**src/rtl/mc_control_fsm.sv**
```systemverilog
// Multi-cycle control FSM: sequences fetch/decode/execute/memory and drives every datapath enable.
// Optional macro ILLEGAL_TRAP_EN: unknown opcodes trap into a sticky HALT state with illegal_op=1.
module mc_control_fsm #(
    parameter int unsigned MEM_LAT = 1
) (
    input  logic        Clk,
    input  logic        Reset_n,
    input  logic [31:0] Instr,
    input  logic        ALU_zero,
    output logic        PC_LdEn,
    output logic        PC_sel,
    output logic        IR_LdEn,
    output logic        RF_WrEn,
    output logic        RF_WrData_sel,
    output logic        RF_B_sel,
    output logic        ALU_Bin_sel,
    output logic [3:0]  ALU_func,
    output logic [1:0]  ImmExt,
    output logic        MEM_WrEn,
    output logic        sb,
    output logic        lb,
`ifdef ILLEGAL_TRAP_EN
    output logic        illegal_op,
`endif
    output logic [3:0]  state_o
);

    localparam logic [3:0] ALU_ADD = 4'b0000;
    localparam logic [3:0] ALU_SUB = 4'b0001;
    localparam logic [3:0] ALU_AND = 4'b0010;
    localparam logic [3:0] ALU_OR  = 4'b0011;

    localparam logic [5:0] OP_R    = 6'b100000;
    localparam logic [5:0] OP_LI   = 6'b111000;
    localparam logic [5:0] OP_LUI  = 6'b111001;
    localparam logic [5:0] OP_ADDI = 6'b110000;
    localparam logic [5:0] OP_ANDI = 6'b110010;
    localparam logic [5:0] OP_ORI  = 6'b110011;
    localparam logic [5:0] OP_BEQ  = 6'b000000;
    localparam logic [5:0] OP_BNE  = 6'b000001;
    localparam logic [5:0] OP_B    = 6'b111111;
    localparam logic [5:0] OP_LB   = 6'b000011;
    localparam logic [5:0] OP_LW   = 6'b001111;
    localparam logic [5:0] OP_SB   = 6'b000111;
    localparam logic [5:0] OP_SW   = 6'b011111;

    localparam logic [3:0] CNT_LAST = 4'(MEM_LAT - 1);

    typedef enum logic [3:0] {
        S_INIT, S_IFETCH, S_DECODE, S_RTYPE_EX, S_IMM_EX, S_ALU_WB,
        S_BR_EX, S_MEM_ADDR, S_MEM_RD, S_MEM_WB, S_MEM_WR, S_HALT
    } state_e;

    typedef enum logic [2:0] {C_R, C_IMM, C_BR, C_LOAD, C_STORE, C_BAD} class_e;

    state_e     state_q, state_d;
    logic [3:0] cnt_q, cnt_d;
    class_e     cls;
    logic [5:0] opcode;
    logic       cnt_done;
    logic       unused_instr_bits;

    assign opcode            = Instr[31:26];
    assign cnt_done          = (cnt_q == CNT_LAST);
    assign unused_instr_bits = ^Instr[25:4];
    assign state_o           = state_q;

    always_comb begin
        cls = C_BAD;
        case (opcode)
            OP_R:                                   cls = C_R;
            OP_LI, OP_LUI, OP_ADDI, OP_ANDI, OP_ORI: cls = C_IMM;
            OP_BEQ, OP_BNE, OP_B:                    cls = C_BR;
            OP_LB, OP_LW:                            cls = C_LOAD;
            OP_SB, OP_SW:                            cls = C_STORE;
            default:                                 cls = C_BAD;
        endcase
    end

    always_ff @(posedge Clk or negedge Reset_n) begin
        if (!Reset_n) begin
            state_q <= S_INIT;
            cnt_q   <= 4'd0;
        end else begin
            state_q <= state_d;
            cnt_q   <= cnt_d;
        end
    end

    always_comb begin
        state_d       = state_q;
        cnt_d         = cnt_q;
        PC_LdEn       = 1'b0;
        PC_sel        = 1'b0;
        IR_LdEn       = 1'b0;
        RF_WrEn       = 1'b0;
        RF_WrData_sel = 1'b0;
        RF_B_sel      = 1'b0;
        ALU_Bin_sel   = 1'b0;
        ALU_func      = ALU_ADD;
        ImmExt        = 2'b00;
        MEM_WrEn      = 1'b0;
        sb            = 1'b0;
        lb            = 1'b0;

        case (state_q)
            S_INIT: state_d = S_IFETCH;

            S_IFETCH: begin
                IR_LdEn = 1'b1;
                state_d = S_DECODE;
            end

            S_DECODE: begin
                case (cls)
                    C_R:              state_d = S_RTYPE_EX;
                    C_IMM:            state_d = S_IMM_EX;
                    C_BR:             state_d = S_BR_EX;
                    C_LOAD, C_STORE:  state_d = S_MEM_ADDR;
`ifdef ILLEGAL_TRAP_EN
                    default:          state_d = S_HALT;
`else
                    default:          state_d = S_ALU_WB;
`endif
                endcase
            end

            S_RTYPE_EX: begin
                ALU_func = Instr[3:0];
                state_d  = S_ALU_WB;
            end

            S_IMM_EX: begin
                ALU_Bin_sel = 1'b1;
                case (opcode)
                    OP_LUI:  ImmExt = 2'b10;
                    OP_ANDI: begin ALU_func = ALU_AND; ImmExt = 2'b01; end
                    OP_ORI:  begin ALU_func = ALU_OR;  ImmExt = 2'b01; end
                    default: ImmExt = 2'b00;
                endcase
                state_d = S_ALU_WB;
            end

            // Unknown opcodes also land here and retire as a NOP with no write.
            S_ALU_WB: begin
                RF_WrEn = (cls == C_R) || (cls == C_IMM);
                PC_LdEn = 1'b1;
                state_d = S_IFETCH;
            end

            S_BR_EX: begin
                ALU_func = ALU_SUB;
                RF_B_sel = 1'b1;
                ImmExt   = 2'b11;
                PC_LdEn  = 1'b1;
                case (opcode)
                    OP_BEQ:  PC_sel = ALU_zero;
                    OP_BNE:  PC_sel = ~ALU_zero;
                    default: PC_sel = 1'b1;
                endcase
                state_d = S_IFETCH;
            end

            S_MEM_ADDR: begin
                ALU_Bin_sel = 1'b1;
                RF_B_sel    = 1'b1;
                cnt_d       = 4'd0;
                state_d     = (cls == C_LOAD) ? S_MEM_RD : S_MEM_WR;
            end

            S_MEM_RD: begin
                lb = (opcode == OP_LB);
                if (cnt_done) begin
                    cnt_d   = 4'd0;
                    state_d = S_MEM_WB;
                end else begin
                    cnt_d = cnt_q + 4'd1;
                end
            end

            S_MEM_WB: begin
                RF_WrEn       = 1'b1;
                RF_WrData_sel = 1'b1;
                lb            = (opcode == OP_LB);
                PC_LdEn       = 1'b1;
                state_d       = S_IFETCH;
            end

            // The PC advances together with the final write cycle.
            S_MEM_WR: begin
                MEM_WrEn = 1'b1;
                sb       = (opcode == OP_SB);
                RF_B_sel = 1'b1;
                if (cnt_done) begin
                    PC_LdEn = 1'b1;
                    cnt_d   = 4'd0;
                    state_d = S_IFETCH;
                end else begin
                    cnt_d = cnt_q + 4'd1;
                end
            end

            S_HALT: state_d = S_HALT;

            default: state_d = S_INIT;
        endcase
    end

`ifdef ILLEGAL_TRAP_EN
    assign illegal_op = (state_q == S_HALT);
`endif

endmodule

```
**config.mk**
```make
export PLATFORM = sky130hd
export DESIGN_NAME = mc_control_fsm
export DESIGN_NICKNAME = d
export VERILOG_FILES = /design/src/rtl/mc_control_fsm.sv
export SDC_FILE = /design/constraint.sdc
export NUM_CORES = 1
export LEC_CHECK = 0
export CAP_MARGIN = 20
export CORE_MARGIN = 5
export CORE_UTILIZATION = 36
export DETAILED_ROUTE_END_ITERATION = 7
export PLACE_DENSITY = 0.8
export SYNTH_ARGS = -nofsm -noshare
export SYNTH_HDL_FRONTEND = slang
export SYNTH_SLANG_ARGS = --single-unit
```
**constraint.sdc**
```tcl
create_clock -name Clk -period 1.9 [get_ports Clk]
set_clock_uncertainty 0.05 [all_clocks]
set_input_delay 0.285 -clock Clk [delete_from_list [all_inputs] [get_ports Clk]]
set_output_delay 0.285 -clock Clk [all_outputs]
set_load 0.005 [all_outputs]
```
==> run_results.csv <==
group,metric,value,unit
outcome,outcome,"complete, but fails checks",
outcome,failed_checks,"negative setup slack",
yosys,synth_top_area_cells,"dfrtp_1 23%, nor2_1 4.8%, nand2_1 4.4%",
floorplan,die_h,58.65,um
worst_setup_path,worstReg2RegStart,"cnt_q[0]",
finish,design.final.nets,211,
sta,fin_worst_hold_slack,0.2652,ns
finish,final_core_util,0.6560,
yosys,ys_warn_count,0,
yosys,yosysSeqAreaShare,0.2349,
yosys,post_synth_most_frequent_cells,"11 x nor2_1, 10 x nand2_1, 8 x dfrtp_1",
yosys,netlist.top_cell.by_area,"dfrtp_1",
global_routing,groute.layer.met2.usage,0.3349,
route,drt-total-wl,3092,um
global_routing,grt_busiest_layer,"met2",
yosys,netlist_instances,116,
worst_setup_path,r2r_cells,7,
route,vias,1098,
sta,postLayoutSetupSlackWorst,-0.1542,ns
sta,max_clock_freq,0.4868,GHz
sta,timing.final.max_slew_violations,0,
finish,area_delta_synth_final,71.95,%
global_routing,grt_pass1_wl,5154,um
worst_setup_path,crit_path_class,"register to primary output",
yosys,postSynth.asyncResetShare,1.000,
placed_design,place.gp.congestion,0.8518,
pwr,power.static_leakage,0.6840,nW
floorplan,core_area,2233,um^2
worst_setup_path,cp.required,1.56,ns
yosys,synth_edf_count,0,
clock_network,tritoncts,"built",
global_routing,met3_usage,0.03728,
yosys,synth_cell_types,45,
clock_network,cts.root.buffer_cell,"clkbuf_4",
worst_hold_path,hold_path.class,"primary input to asynchronous set/reset pin",
floorplan,number_of_placement_rows,17,
yosys,synthesis.nets,153,
yosys,synth-main-ff-cell,"dfrtp_1",
worst_setup_path,timing.critical_path.fanout_max,3,
route,route.detailed.vias_per_inst,5.490,
finish,n_antenna_cell,0,
global_routing,globalRoute.totalOverflow,0,
clock_network,cts.sink_count,8,
sta,worst-slew-pin-transition,0.4583,ns
yosys,syn_area_per_cell,7.345,um^2
global_routing,grt_start_max_net_pins,18,
floorplan,floorplan.initialDensity,0.3815,
global_routing,grt.met1_usage,0.2294,
global_routing,grt_use_total,0.1897,
clock_network,clk_pin_slew_worst_setup_hold_paths,0.06,ns
sta,period_share,1.081,
worst_setup_path,critical_path.endpoint_type,"primary output",
floorplan,ioPinCount,55,
worst_setup_path,critical_path.startpoint,"state_o[3]",
sta,setup_repair_after_global_routing_missed_its_margin,"true",
placed_design,dpl.hpwl,2327,um
sta,timing.final.hold_violations,0,
global_routing,grt_pass1_vias,1155,
sta,finalWorstPathRequiredPeriod,2.054,ns
yosys,synth.ff_latch_count,8,
sta,setup_viol,4,
yosys,synthesis.area,852.1,um^2
yosys,synth_top_area_frac,0.2349,
flow_run,cap_viol_max_count,0,
route,detailed_route_wire_length_per_cell,15.46,um
worst_setup_path,startpoint_type,"register",
placed_design,port-buffer-count,32,
pwr,worst_ir_drop_on_vdd,0.6775,mV
floorplan,dieWidth,58.65,um
sta,maxSlewHeadroom,0.6921,
route,drtIter0Drc,43,
clock_network,cts_buffer_depth,2,
finish,share_of_post_route_cells_with_drive_strength_above_1,0.3953,
route,drc,0,
clock_network,worstSkewPairLatency,0.25,ns
clock_network,number_of_levels_the_h_tree_was_split_into,1,
floorplan,design.die.area,3440,um^2
global_routing,grt_antenna_before_repair,0,
yosys,library_cell_with_the_highest_instance_count_after_synthesis,"nor2_1",
clock_network,numCtsBuffers,3,
pwr,power.density_cell_area,1092,nW/um^2
route,detailedRoute.firstPassIterationCount,4,
route,detail-route-antenna-nets,0,
worst_setup_path,worst_ep_arrival_time,1.72,ns
[final timing paths]
| path | end | slack, ns |
|---|---|---|
| max reg2reg | cnt_q[3] | 0.14 |
| max in group asynchronous | cnt_q[3] | 1.26 |
| min in group Clk | cnt_q[1] | 0.52 |
| min | state_o[3] | 0.27 |
| max | ALU_func[0] | -0.15 |
| min reg2reg | cnt_q[1] | 0.52 |
[power breakdown]
part	leakage [nW]	internal (W)	switching [W]
Clock	0.0138	0.0000723	0.0000578
Sequential	0.106	0.000219	0.0000324
Combinational	0.565	0.000629	0.000589
[through the flow]
stage | instance area (um^2) | setup TNS (ns) | power [W] | instances | worst slack, ns
2_1_floorplan | 852.1 | 0 | 0.0007769 | 116 | 0.1818
3_3_place_gp | 1366 | -3.636 | 0.001342 | 194 | -0.5743
3_5_place_dp | 1366 | -3.741 | 0.001362 | 194 | -0.5708
4_1_cts | 1441 | -0.4729 | 0.001547 | 198 | -0.1418
5_1_grt | 1465 | -0.9992 | 0.001736 | 200 | -0.2479
6_report | 1465 | -0.5080 | 0.001600 | 200 | -0.1542
[final cells by class]
| cell class | count | area [um^2] |
|---|---|---|
| clock buffers | 3 | 22.52 |
| multi-input cells | 94 | 681.9 |
| fillers | 201 | 768.2 |
| well taps | 28 | 35.03 |
| flip-flops and latches | 8 | 200.2 |
| repair buffers | 64 | 514.2 |
| inverters | 3 | 11.26 |
[metal layers]
metal	routed length, um	share of wire
met5	0	0
met4	43	0.014
met3	211	0.068
met2	1629	0.53
met1	1208	0.39
[flip-flops by register name, summed over array words and instances, names as in the netlist]
name / count
state_o: 4
cnt_q: 4
[timing repair]
action	4_1_cts	5_1_grt
resized for setup	60	20
pin swaps	5	3
hold buffers	0	0
setup buffers	1	2
hold endpoints to repair	0	0
setup endpoints to repair	16	14
[logic make-up (layout without fill, tap and decap cells)]
group	count (synthesis)	count (layout)	synth area share
AND/OR/NAND/NOR	56	56	0.3598
adder cells (fa/ha/maj)	2	2	0.02936
buffers and inverters	14	70	0.08222
XOR/XNOR	3	3	0.03084
AO/OA/AOI/OAI	32	32	0.2497
multiplexers	1	1	0.01321
flip-flops	8	8	0.2349
[critical path, stage by stage (launching register included)]
cell      delay (ns)
dfrtp_1         0.40
and2b_1         0.24
nand4_1         0.14
or3b_4          0.43
o211ai_2        0.13
buf_2           0.13
[cells in the final DEF (no fill, tap or decap), types with 3 or more instances in the layout]
master and instances:
a21oi_1 4, a31oi_1 4, and2_1 3, buf_2 9
buf_4 28, buf_6 4, clkbuf_4 3, clkdlybuf4s50_1 12
dfrtp_1 8, dlygate4sd2_1 7, inv_1 3, nand2_1 9
nand2b_1 3, nor2_1 8, nor3_1 4, nor3_2 3
o21ai_1 4
(Power assumes the default switching activity.)
